===== src/rtl/sig_sched_pkg.sv =====
// sig_sched_pkg
//   Shared definitions for the pulse scheduler:
//   - sched_state_t : FSM state encoding (IDLE, DRIVE, WAIT_RSP, GAP)
//   - cnt_width()   : width of the shared phase counter
//   - sched_params_ok() : parameter legality, checked at elaboration
package sig_sched_pkg;

  typedef enum logic [1:0] {
    ST_IDLE     = 2'd0,
    ST_DRIVE    = 2'd1,
    ST_WAIT_RSP = 2'd2,
    ST_GAP      = 2'd3
  } sched_state_t;

  function automatic int max3(input int a, input int b, input int c);
    int m;
    m = a;
    if (b > m) m = b;
    if (c > m) m = c;
    return m;
  endfunction

  // One counter serves the pulse, the response wait and the guard gap, so it
  // must hold the largest of the three limits.
  function automatic int cnt_width(input int pulse_len, input int timeout, input int gap);
    return $clog2(max3(pulse_len, timeout, gap) + 1);
  endfunction

  function automatic bit sched_params_ok(input int n_req, input int pulse_len,
                                         input int timeout, input int gap);
    return (n_req >= 2) && (pulse_len >= 1) && (timeout >= 1) && (gap >= 0);
  endfunction

endpackage


===== src/rtl/sig_pulse_scheduler_rr_pick.sv =====
// rr_pick
//   Combinational round-robin selector.
//   req   : request vector
//   ptr   : index of the most recently granted requester
//   valid : at least one request is set
//   idx   : first set request searching from ptr+1 upward with wrap
module rr_pick
  import sig_sched_pkg::*;
#(
  parameter int N_REQ = 4,
  parameter int PTR_W = $clog2(N_REQ)
) (
  input  logic [N_REQ-1:0] req,
  input  logic [PTR_W-1:0] ptr,
  output logic             valid,
  output logic [PTR_W-1:0] idx
);

  int cand;

  // Walk the offsets from farthest to nearest so the nearest set bit after
  // the pointer is the last (winning) assignment.
  always_comb begin
    valid = |req;
    idx   = '0;
    cand  = 0;
    for (int off = N_REQ; off >= 1; off--) begin
      cand = (int'(ptr) + off) % N_REQ;
      if (req[PTR_W'(cand)]) idx = PTR_W'(cand);
    end
  end

endmodule


===== src/rtl/sig_pulse_scheduler.sv =====
// sig_pulse_scheduler
//   Shares one edge-triggered datapath block among N_REQ requesters. Grants
//   one requester at a time, drives a PULSE_LEN-cycle pulse on in_signal,
//   waits up to TIMEOUT cycles for out_signal, then strobes done or err for
//   the grantee and holds in_signal low for GAP cycles.
//   clk        : clock, rising edge
//   rst        : asynchronous active-high reset
//   req        : level requests, held until done/err
//   gnt        : one-hot-or-zero current grant
//   done / err : one-cycle completion / timeout strobes per requester
//   busy       : scheduler is not idle
//   in_signal  : pulse to the datapath
//   out_signal : response from the datapath
module sig_pulse_scheduler
  import sig_sched_pkg::*;
#(
  parameter int N_REQ     = 4,
  parameter int PULSE_LEN = 1,
  parameter int TIMEOUT   = 16,
  parameter int GAP       = 2
) (
  input  logic             clk,
  input  logic             rst,
  input  logic [N_REQ-1:0] req,
  output logic [N_REQ-1:0] gnt,
  output logic [N_REQ-1:0] done,
  output logic [N_REQ-1:0] err,
  output logic             busy,
  output logic             in_signal,
  input  logic             out_signal
);

  localparam int PTR_W = $clog2(N_REQ);
  localparam int CNT_W = cnt_width(PULSE_LEN, TIMEOUT, GAP);

  localparam logic [CNT_W-1:0] CNT_MAX      = {CNT_W{1'b1}};
  localparam logic [CNT_W-1:0] PULSE_LAST   = CNT_W'(PULSE_LEN - 1);
  localparam logic [CNT_W-1:0] TIMEOUT_LAST = CNT_W'(TIMEOUT - 1);
  localparam logic [CNT_W-1:0] GAP_LAST     = (GAP > 0) ? CNT_W'(GAP - 1) : '0;

  // With no guard gap the strobe edge returns straight to IDLE.
  localparam sched_state_t ST_AFTER_STROBE = (GAP > 0) ? ST_GAP : ST_IDLE;

  if (!sched_params_ok(N_REQ, PULSE_LEN, TIMEOUT, GAP)) begin : g_param_check
    $error("sig_pulse_scheduler: illegal parameter set");
  end

  sched_state_t     state_reg, state_next;
  logic [PTR_W-1:0] ptr_reg, ptr_next;
  logic [CNT_W-1:0] cnt_reg, cnt_next, cnt_inc;
  logic             resp_seen_reg, resp_seen_next;
  logic [N_REQ-1:0] gnt_reg, gnt_next;
  logic [N_REQ-1:0] done_reg, done_next;
  logic [N_REQ-1:0] err_reg, err_next;
  logic             busy_reg, busy_next;
  logic             in_signal_reg, in_signal_next;

  // Only feed the in_signal spacing check.
  logic [CNT_W-1:0] low_run_reg;
  logic             fall_seen_reg;

  logic             pick_valid;
  logic [PTR_W-1:0] pick_idx;

  rr_pick #(
    .N_REQ (N_REQ),
    .PTR_W (PTR_W)
  ) u_rr_pick (
    .req   (req),
    .ptr   (ptr_reg),
    .valid (pick_valid),
    .idx   (pick_idx)
  );

  // Saturating increment: the counter must never wrap back to a limit value.
  assign cnt_inc = (cnt_reg == CNT_MAX) ? cnt_reg : cnt_reg + 1'b1;

  always_comb begin
    state_next     = state_reg;
    ptr_next       = ptr_reg;
    cnt_next       = cnt_reg;
    resp_seen_next = resp_seen_reg;
    gnt_next       = gnt_reg;
    done_next      = '0;
    err_next       = '0;
    in_signal_next = 1'b0;

    unique case (state_reg)
      ST_IDLE: begin
        if (pick_valid) begin
          gnt_next       = N_REQ'(1) << pick_idx;
          in_signal_next = 1'b1;
          ptr_next       = pick_idx;
          cnt_next       = '0;
          resp_seen_next = 1'b0;
          state_next     = ST_DRIVE;
        end
      end

      ST_DRIVE: begin
        // A response may arrive while the pulse is still high; remember it.
        resp_seen_next = resp_seen_reg | out_signal;
        if (cnt_reg == PULSE_LAST) begin
          cnt_next   = '0;
          state_next = ST_WAIT_RSP;
        end else begin
          in_signal_next = 1'b1;
          cnt_next       = cnt_inc;
        end
      end

      ST_WAIT_RSP: begin
        resp_seen_next = resp_seen_reg | out_signal;
        // Response is tested first so it beats a coincident timeout.
        if (out_signal || resp_seen_reg) begin
          done_next  = gnt_reg;
          gnt_next   = '0;
          cnt_next   = '0;
          state_next = ST_AFTER_STROBE;
        end else if (cnt_reg == TIMEOUT_LAST) begin
          err_next   = gnt_reg;
          gnt_next   = '0;
          cnt_next   = '0;
          state_next = ST_AFTER_STROBE;
        end else begin
          cnt_next = cnt_inc;
        end
      end

      ST_GAP: begin
        if (cnt_reg == GAP_LAST) begin
          cnt_next   = '0;
          state_next = ST_IDLE;
        end else begin
          cnt_next = cnt_inc;
        end
      end

      default: begin
        state_next = ST_IDLE;
        gnt_next   = '0;
        cnt_next   = '0;
      end
    endcase

    busy_next = (state_next != ST_IDLE);
  end

  always_ff @(posedge clk or posedge rst) begin
    if (rst) begin
      state_reg     <= ST_IDLE;
      ptr_reg       <= PTR_W'(N_REQ - 1);
      cnt_reg       <= '0;
      resp_seen_reg <= 1'b0;
      gnt_reg       <= '0;
      done_reg      <= '0;
      err_reg       <= '0;
      busy_reg      <= 1'b0;
      in_signal_reg <= 1'b0;
      low_run_reg   <= '0;
      fall_seen_reg <= 1'b0;
    end else begin
      state_reg     <= state_next;
      ptr_reg       <= ptr_next;
      cnt_reg       <= cnt_next;
      resp_seen_reg <= resp_seen_next;
      gnt_reg       <= gnt_next;
      done_reg      <= done_next;
      err_reg       <= err_next;
      busy_reg      <= busy_next;
      in_signal_reg <= in_signal_next;

      if (in_signal_reg)
        low_run_reg <= '0;
      else if (low_run_reg != CNT_MAX)
        low_run_reg <= low_run_reg + 1'b1;
      fall_seen_reg <= fall_seen_reg | (in_signal_reg & ~in_signal_next);

      assert ($onehot0(gnt_next));
      assert ($onehot0(done_next | err_next));
      assert (((done_next | err_next) & ~gnt_reg) == '0);
      // low_run_reg counts low samples before this edge; +1 includes this one.
      // Rises can only happen here, i.e. with rst low.
      if (!in_signal_reg && in_signal_next)
        assert (!fall_seen_reg || (int'(low_run_reg) + 1 >= GAP));
    end
  end

  assign gnt       = gnt_reg;
  assign done      = done_reg;
  assign err       = err_reg;
  assign busy      = busy_reg;
  assign in_signal = in_signal_reg;

endmodule


===== config.mk =====
export PLATFORM = sky130hd
export DESIGN_NAME = sig_pulse_scheduler
export DESIGN_NICKNAME = d
export VERILOG_FILES = /design/src/rtl/sig_sched_pkg.sv /design/src/rtl/sig_pulse_scheduler_rr_pick.sv /design/src/rtl/sig_pulse_scheduler.sv
export SDC_FILE = /design/constraint.sdc
export NUM_CORES = 1
export LEC_CHECK = 0
export ABC_AREA = 1
export CELL_PAD_IN_SITES_DETAIL_PLACEMENT = 1
export CELL_PAD_IN_SITES_GLOBAL_PLACEMENT = 1
export CORE_MARGIN = 2
export CORE_UTILIZATION = 36
export CTS_CLUSTER_DIAMETER = 150
export DETAILED_ROUTE_END_ITERATION = 8
export PLACE_DENSITY_LB_ADDON = 0.25
export REMOVE_ABC_BUFFERS = 1
export SETUP_SLACK_MARGIN = 0.1
export SYNTH_ARGS = -nofsm -noshare
export SYNTH_HDL_FRONTEND = slang
export SYNTH_SLANG_ARGS = --single-unit

===== constraint.sdc =====
create_clock -name clk -period 1.5 [get_ports clk]
set_clock_uncertainty 0.15 [all_clocks]
set_input_delay 0.3 -clock clk [delete_from_list [all_inputs] [get_ports clk]]
set_output_delay 0.3 -clock clk [all_outputs]
set_load 0.01 [all_outputs]

# Yosys cells after proc, flatten, opt, wreduce, memory -nomap -nowiden
# Index checks and enable logic that the tools add are counted.
# Widths: inputs -> output; s select.
# totals
regBits	24
inputBits	7
wordCells	82
# classes
n_addsub	5
n_lt_le_gt_ge	4
eq_ne	8
shifts	1
n_mux	43
n_bitwise	1
reduce_logical	11
# ops
op	count
$mux 4	8
$mux 5	6
$pmux 5 s4	1
$mux 2	9
$lt 2x4->1 const B	4
$mux 1	11
$bmux 1 s2	4
$pmux 2 s4	1
$pmux 4 s2	1
$reduce_bool 2->1	3
$add 5x1->5 const B	1
$eq 5x1->1 const B	1
$eq 5x4->1 const B	1
$eq 5x5->1 const B	1
$logic_not 5->1	1
$add 2x1->2 const B	2
$add 2x2->2 const B	2
$eq 2x2->1 const B	2
$pmux 1 s2	2
$reduce_and 2->1	2
$reduce_or 4->1	1
$shl 1x2->4 const A	1
$ne 3x3->1 const B	1
$reduce_and 3->1	1
other kinds (6)	6

# Logic depth before layout (Yosys ltp)
# Gate-level depths: netlist of run 1.
# depth
word_depth	11
depth_mapped	12
ltp_nobuf	11

# Hierarchy
# From an unflattened synthesis of run 1, not the netlist that was laid out.
# unflattened
hier_cells	193
area_unflattened_um2	1462.7
# modules_own_cells
module	n_inst	cells_each	area_each_um2
sig_pulse_scheduler	1	142	1196.1
rr_pick	1	51	266.5

# Worst setup path before layout of run 1
# OpenSTA, ideal clock, no wires.
# synth_timing
path_kind	flip-flop to flip-flop
from	register state_reg[1]
to	register gnt_reg[0] (netlist: gnt[0])
setup_time_ns	0.118
t_arrival_ns	1.265
t_required_ns	1.232
slack_ns	-0.033
stages_incl_launch_ff	8
period_less_slack_ns	1.533
path_cell_list	dfrtp_1 inv_1 ha_1 nand4_2 nand3_4 nor2_4 nand4_1 nand2_1
# synth_via
elab_chain_cells	3
# synth_rtl
item	line_no	text
start: declaration	sig_pulse_scheduler.sv:48	sched_state_t state_reg, state_next;
start signal: assignment	sig_pulse_scheduler.sv:163	state_reg <= state_next;
$eq 2x2->1 / $logic_not 2->1 (equally long branches)	sig_pulse_scheduler.sv:88	unique case (state_reg)
$ne 3x3->1 (no line), or another cell as far along	-	
$reduce_and 3->1 (no line)	-	
end signal: assignment	sig_pulse_scheduler.sv:167	gnt_reg <= gnt_next;
end: declaration	sig_pulse_scheduler.sv:52	logic [N_REQ-1:0] gnt_reg, gnt_next;
# Parallel ways exist; a longest one is shown, timed or not.
# A chain may end at the register's enable or synchronous reset.

# Worst setup path in the final report of run 1
# layout_timing
from	register cnt_reg[0]
to	register busy_reg (netlist: busy)
# layout_via
elab_chain_cells	5
# layout_rtl
item	line_no	text
start: declaration	sig_pulse_scheduler.sv:50	logic [CNT_W-1:0] cnt_reg, cnt_next, cnt_inc;
start signal: assignment	sig_pulse_scheduler.sv:165	cnt_reg <= cnt_next;
$eq 5x4->1	sig_pulse_scheduler.sv:120	end else if (cnt_reg == TIMEOUT_LAST) begin
$mux 2	sig_pulse_scheduler.sv:120	
$mux 2	sig_pulse_scheduler.sv:115	if (out_signal || resp_seen_reg) begin
$pmux 2 s4 *	sig_pulse_scheduler.sv:88	
$reduce_bool 2->1 *	sig_pulse_scheduler.sv:146	busy_next = (state_next != ST_IDLE);
named net busy_next	sig_pulse_scheduler.sv:55	logic busy_reg, busy_next;
end signal: assignment	sig_pulse_scheduler.sv:170	busy_reg <= busy_next;
end: declaration	sig_pulse_scheduler.sv:55	
# The timed path passes the listed nets; every way through them passes the cells marked *.

==> impl_metrics.env, run 1 <==
export IMPL_worstMarginPinSlew_ps=385
export IMPL_violations="negative setup slack"
export IMPL_seq_area_frac_synth_pct=41.5
export IMPL_relSlewSlack_pct=74.3
export IMPL_yosysTopAreaCell="dfrtp_1"
export IMPL_pre_cts_slack_ps=-352
export IMPL_cp_end_kind="flip-flop"
export IMPL_ir_drop_mv=1.33
export IMPL_p_clk_share_pct=11.8
export IMPL_syn_to_final_growth_pct=77.3
export IMPL_critPathSlowestCell="dfrtp_2"
export IMPL_final_period_utilization_pct=124
export IMPL_fin_ws_ps=-361
export IMPL_clkLatencyLatePin_ps=280
export IMPL_min_period_ps=1860
export IMPL_switching_power_mw=2.41
export IMPL_portBuffers=20
export IMPL_p_int_mw=2.61
export IMPL_die_w_um=67.5
export IMPL_num_vias=1559
export IMPL_power_frac_comb_pct=67.5
export IMPL_netlist_area_leader_share_pct=37.9
export IMPL_fin_nets=268
export IMPL_drtPass1Iterations=5
export IMPL_synth_seq_cells=24
export IMPL_die_h_um=67.5
export IMPL_cts_buffer_depth=2
export IMPL_rsz0062_at_grt="true"
export IMPL_wirelength_um=6100
export IMPL_tritoncts="done"
export IMPL_leakagePower_nw=1.30
export IMPL_crit_fanout=4
export IMPL_grt_max_degree=25
export IMPL_hpwl_um=3190
export IMPL_switching_share_pct=48.1
export IMPL_num_rows=23
export IMPL_final_area_um2=2580
export IMPL_clock_sinks=24
export IMPL_grt_pass1_wl_um=8310
export IMPL_grt_usage_pct=24.8
export IMPL_htree_levels=1
export IMPL_core_um2=3940
export IMPL_ios=21
export IMPL_hold_ws_ps=212
export IMPL_max_stage_delay_ps=480
export IMPL_gp_congestion=0.842
export IMPL_cts_buffers=3
export IMPL_ys_top_cells_by_area="dfrtp_1 38%, nand2_1 13%, inv_1 7.5%, nand2_2 6.9%, ha_1 6.0%"
export IMPL_yosys_warnings=0
export IMPL_routedWlPerCell_um=20.1
export IMPL_avgSynthCellArea_um2=7.94
export IMPL_die_area_um2=4560
export IMPL_diodes=0
export IMPL_syn_area_um2=1450
export IMPL_clockRootBuffer="clkbuf_8"
export IMPL_path_cells="inv_2, ha_4, nand4_1, nand2_2, nand2_4, o21ai_4, nand4_1"
export IMPL_critical_path_class="reg2reg"
export IMPL_finalPower_mw=5.02
export IMPL_cp_common_cell="nand4_1"
export IMPL_cp_required_ps=1480
export IMPL_hold_path_class="in2async"
export IMPL_synth_distinct_cells=30
export IMPL_drtIter0Drc=40
export IMPL_share_seq_of_total_power_pct=20.7
export IMPL_postRouteAntennaNets=0
export IMPL_status="complete, but fails checks"
export IMPL_grt_ovfl_total=0
export IMPL_largest_reg_flops=5
export IMPL_p_per_area_nw_per_um2=1950
export IMPL_fin_tns_setup_ps=-3620
export IMPL_initial_core_util_pct=36.8
export IMPL_cp_arrival_ps=1840
export IMPL_setup_viol=19
export IMPL_dpl_cell_area_um2=1920
export IMPL_synth_cells=183
export IMPL_clk_pin_slew_ps=100
export IMPL_drive_gt1_share_pct=60.9
export IMPL_start_kind="flip-flop"
export IMPL_drv_slew=0
export IMPL_drc_errors=0
export IMPL_antenna_found_initial=0
export IMPL_timing_fmax_mhz=537
export IMPL_grt_pass1_vias=1670
export IMPL_hold_violations=0
export IMPL_hold_buffers=0
export IMPL_cap_violations=0
export IMPL_via_per_inst=5.15
-- critical path, delay by kind of cell (launching register included) --
family                   cells  cell delay (ps)
AO/OA/AOI/OAI                1              180
flip-flops                   1              480
adder cells (fa/ha/maj)      1              130
AND/OR/NAND/NOR              4              670
buffers and inverters        1              100
-- timing repair --
action,CTS,global route
endpoints found under the setup margin,34,30
setup buffers,11,12
resized for setup,69,81
pin swaps,20,34
-- cell usage after synthesis, drive strengths merged --
cell type  number
nor3            4
a21oi           4
buf             1
dfstp           2
dfrtp          22
nor2           11
o21ai           9
nand3          10
nand2          66
o31ai           2
xor2            1
nand4           6
or2             2
inv            32
o22ai           3
ha              7
and3            1
-- logic make-up after synthesis --
family          count (synthesis)  share of synthesized area (%)
compound gates                 18                           7.58
xor+xnor                        1                          0.603
fa+ha+maj                       7                           6.03
buf+inv                        33                           9.56
flops                          24                           41.5
simple gates                  100                           34.7
-- final timing paths --
check | startpoint | endpoint | slack (ps) | depth (start not counted)
min in group clk | ptr_reg[1] | ptr_reg[1] | 450 | 2
min reg2reg | ptr_reg[1] | ptr_reg[1] | 450 | 2
min | rst | cnt_reg[2] | 210 | 3
max reg2reg | cnt_reg[0] | busy | -360 | 7
max | cnt_reg[0] | busy | -360 | 7
max in group asynchronous | rst | ptr_reg[1] | 760 | 3
-- per-layer routing --
| metal | global-route usage (%) | up-vias | share of wire [%] |
|---|---|---|---|
| li1 | - | 711 | - |
| met1 | 27.1 | 757 | 40 |
| met2 | 46.0 | 58 | 52 |
| met3 | 3.83 | 33 | 3.3 |
| met4 | 12.2 | 0 | 4.4 |
| met5 | 0 | - | 0 |
-- power by group through the flow --
| stage | registers (mW) | logic (mW) | clock network, mW |
|---|---|---|---|
| floorplan | 0.997 | 1.23 | 0 |
| global placement | 0.973 | 1.97 | 0 |
| detailed placement | 0.985 | 2.09 | 0 |
| CTS | 0.973 | 2.51 | 0.579 |
| global route | 1.05 | 3.61 | 0.617 |
| finish | 1.04 | 3.39 | 0.593 |
-- cell type report --
class | instances | area [um^2]
multi-input combinational | 126 | 1110
sequential | 24 | 609
fill | 433 | 1370
inverter | 32 | 143
timing repair buffer | 67 | 579
clock inverter | 1 | 30.0
clock buffer | 3 | 41.3
tap | 50 | 62.6
-- cell usage in the layout (no fill, tap or decap), types with 3 or more instances in the layout --
cell type / Yosys / final
nand3_1: 8 / 3
dlygate4sd2_1: 0 / 6
buf_6: 1 / 7
nor2_1: 8 / 3
nor2_4: 2 / 5
nand2_4: 1 / 20
nor3_4: 0 / 3
o21ai_4: 0 / 3
dfrtp_1: 22 / 20
inv_2: 2 / 11
o21ai_1: 1 / 3
buf_4: 0 / 39
inv_1: 29 / 16
clkbuf_8: 0 / 3
a21oi_2: 1 / 3
o21ai_2: 2 / 3
nor2_2: 1 / 3
nand2_2: 16 / 20
nand3_2: 1 / 5
clkdlybuf4s15_1: 0 / 7
nand4_1: 5 / 5
nand2_1: 49 / 26
clkdlybuf4s50_1: 0 / 6
ha_4: 0 / 5
-- per-stage QoR --
step / utilization, % / cells
floorplan: - / 182
global placement: 48.7 / 279
detailed placement: 48.7 / 279
CTS: 57.2 / 294
global route: 65.3 / 303
finish: 65.3 / 303
(Power assumes the default switching activity.)
==> inputs of run 2 (changes only) <==
- CORE_ASPECT_RATIO: default -> 1.1
==> impl_metrics.env, run 2 (synthesis gave the netlist of run 1 again) <==
export IMPL_status="complete, but fails checks"
export IMPL_violations="negative setup slack"
export IMPL_ir_drop_mv=1.01
export IMPL_relSlewSlack_pct=81.4
export IMPL_final_util_pct=62.1
export IMPL_grt_pass1_wl_um=7660
export IMPL_rrSetupSlack_ps=-260
export IMPL_num_rows=24
export IMPL_portBuffers=20
export IMPL_crit_fanout=4
export IMPL_drtIter0Drc=25
export IMPL_num_vias=1499
export IMPL_hold_ws_ps=89.3
export IMPL_initial_core_util_pct=36.9
export IMPL_ios=21
export IMPL_crit_end="cnt_reg[2]"
export IMPL_diodes=0
export IMPL_die_area_um2=4560
export IMPL_reg2reg_to="cnt_reg[2]"
export IMPL_antenna_found_initial=0
export IMPL_leakagePower_nw=1.25
export IMPL_layout_common_cells="38 x buf_4, 33 x nand2_1, 24 x nand2_2"
export IMPL_clk_pin_slew_ps=100
export IMPL_grt_usage_pct=21.7
export IMPL_highest_layer="met4"
export IMPL_grt_ovfl_total=0
export IMPL_cp_arrival_ps=1740
export IMPL_tritoncts="done"
export IMPL_clock_sinks=24
export IMPL_worstMarginPinSlew_ps=280
export IMPL_drv_slew=0
export IMPL_cts_buffer_depth=2
export IMPL_hpwl_um=3150
export IMPL_syn_to_final_growth_pct=68.1
export IMPL_core_um2=3930
export IMPL_timing_fmax_mhz=567
export IMPL_wirelength_um=5370
export IMPL_largest_reg_flops=5
export IMPL_drc_errors=0
export IMPL_r2r_start="cnt_reg[1]"
export IMPL_setup_viol=19
export IMPL_final_period_utilization_pct=118
export IMPL_fin_ws_ps=-263
export IMPL_rsz0062_at_grt="true"
export IMPL_min_period_ps=1760
export IMPL_gp_congestion=0.903
export IMPL_cap_violations=0
export IMPL_met1_length_um=2120
export IMPL_critical_path_class="reg2reg"
export IMPL_clkLatencyLatePin_ps=270
export IMPL_cp_end_kind="flip-flop"
export IMPL_cts_buffers=3
export IMPL_postRouteAntennaNets=0
export IMPL_drive_gt1_share_pct=55.4
export IMPL_htree_levels=1
export IMPL_die_w_um=64.6
export IMPL_fillers=450
export IMPL_die_h_um=70.6
export IMPL_clockRootBuffer="clkbuf_8"
export IMPL_fin_nets=266
export IMPL_grt_max_degree=15
export IMPL_crit_start="cnt_reg[1]"
export IMPL_routedWlPerCell_um=17.7
export IMPL_p_per_area_nw_per_um2=1840
export IMPL_hold_path_class="in2async"
export IMPL_drtPass1Iterations=4
export IMPL_hold_violations=0
export IMPL_hold_buffers=0
export IMPL_met2WireLength_um=2990
export IMPL_grt_pass1_vias=1596
export IMPL_r2r_cells=7
export IMPL_cp_required_ps=1480
export IMPL_via_per_inst=4.95
export IMPL_finalPower_mw=4.50
export IMPL_met3_length_um=108
export IMPL_start_kind="flip-flop"
export IMPL_final_common_cell="buf_4"
run 2: changes by cell type in the layout (fill, tap and decap cells not counted), moves of 4 or more:
cell     before  now
inv_2        11    6
nand2_2      20   24
nand2_4      20    9
o21ai_2       3    8
inv_1        16   20
nand2_1      26   33
run 2: critical path: stages (launching register included):
cell and delay (ps):
dfrtp_2 480, inv_4 110, ha_4 120, nand4_1 170, nand2_2 170, nand2_4 100
o21ai_2 170, o22ai_1 140
run 2: what timing repair did:
action	in CTS	in global routing
gates cloned	0	0
buffers inserted	14	12
endpoints found under the setup margin	33	31
pin swaps	16	26
gates resized for setup	69	50
run 2: worst min-delay path by stage:
| stage | startpoint | to | depth (start not counted) |
|---|---|---|---|
| 3_3_place_gp | resp_seen_reg | resp_seen_reg | 2 |
| 6_report | rst | resp_seen_reg | 2 |
| 5_1_grt | rst | cnt_reg[4] | 2 |
| 3_5_place_dp | gnt[2] | gnt[2] | 2 |
| 4_1_cts | rst | resp_seen_reg | 2 |
| 2_1_floorplan | rst | busy | 1 |
run 2: area by class of cell:
cell class / count / area (um^2) / share of cell area [%]
clock buffers: 3 / 41.3 / 1.69
clock inverters: 1 / 30.0 / 1.23
inverters: 32 / 141 / 5.79
multi-input cells: 126 / 1010 / 41.2
flip-flops and latches: 24 / 607 / 24.8
well taps: 52 / 65.1 / 2.66
repair buffers: 65 / 552 / 22.6
run 2: routing by layer:
layer  vias to the layer above  GRT usage, %
li1                        712             -
met1                       749          24.9
met2                        26          41.7
met3                        12          2.07
met4                         0          7.33
met5                         -             0
run 2: stage by stage:
step                std cells  setup slack (ps)  instance area, um^2  setup TNS [ps]
floorplan                 182             -32.8                 1440            -149
global placement          276              -265                 1870           -3600
detailed placement        276              -342                 1870           -5430
CTS                       294              -178                 2210           -1710
global route              303              -317                 2440           -4370
finish                    303              -263                 2440           -3290
run 2: power breakdown:
group	internal [mW]	switching, mW	total, mW
Clock	0.357	0.219	0.576
Combinational	1.25	1.66	2.91
Sequential	0.832	0.183	1.01
Total	2.44	2.07	4.50
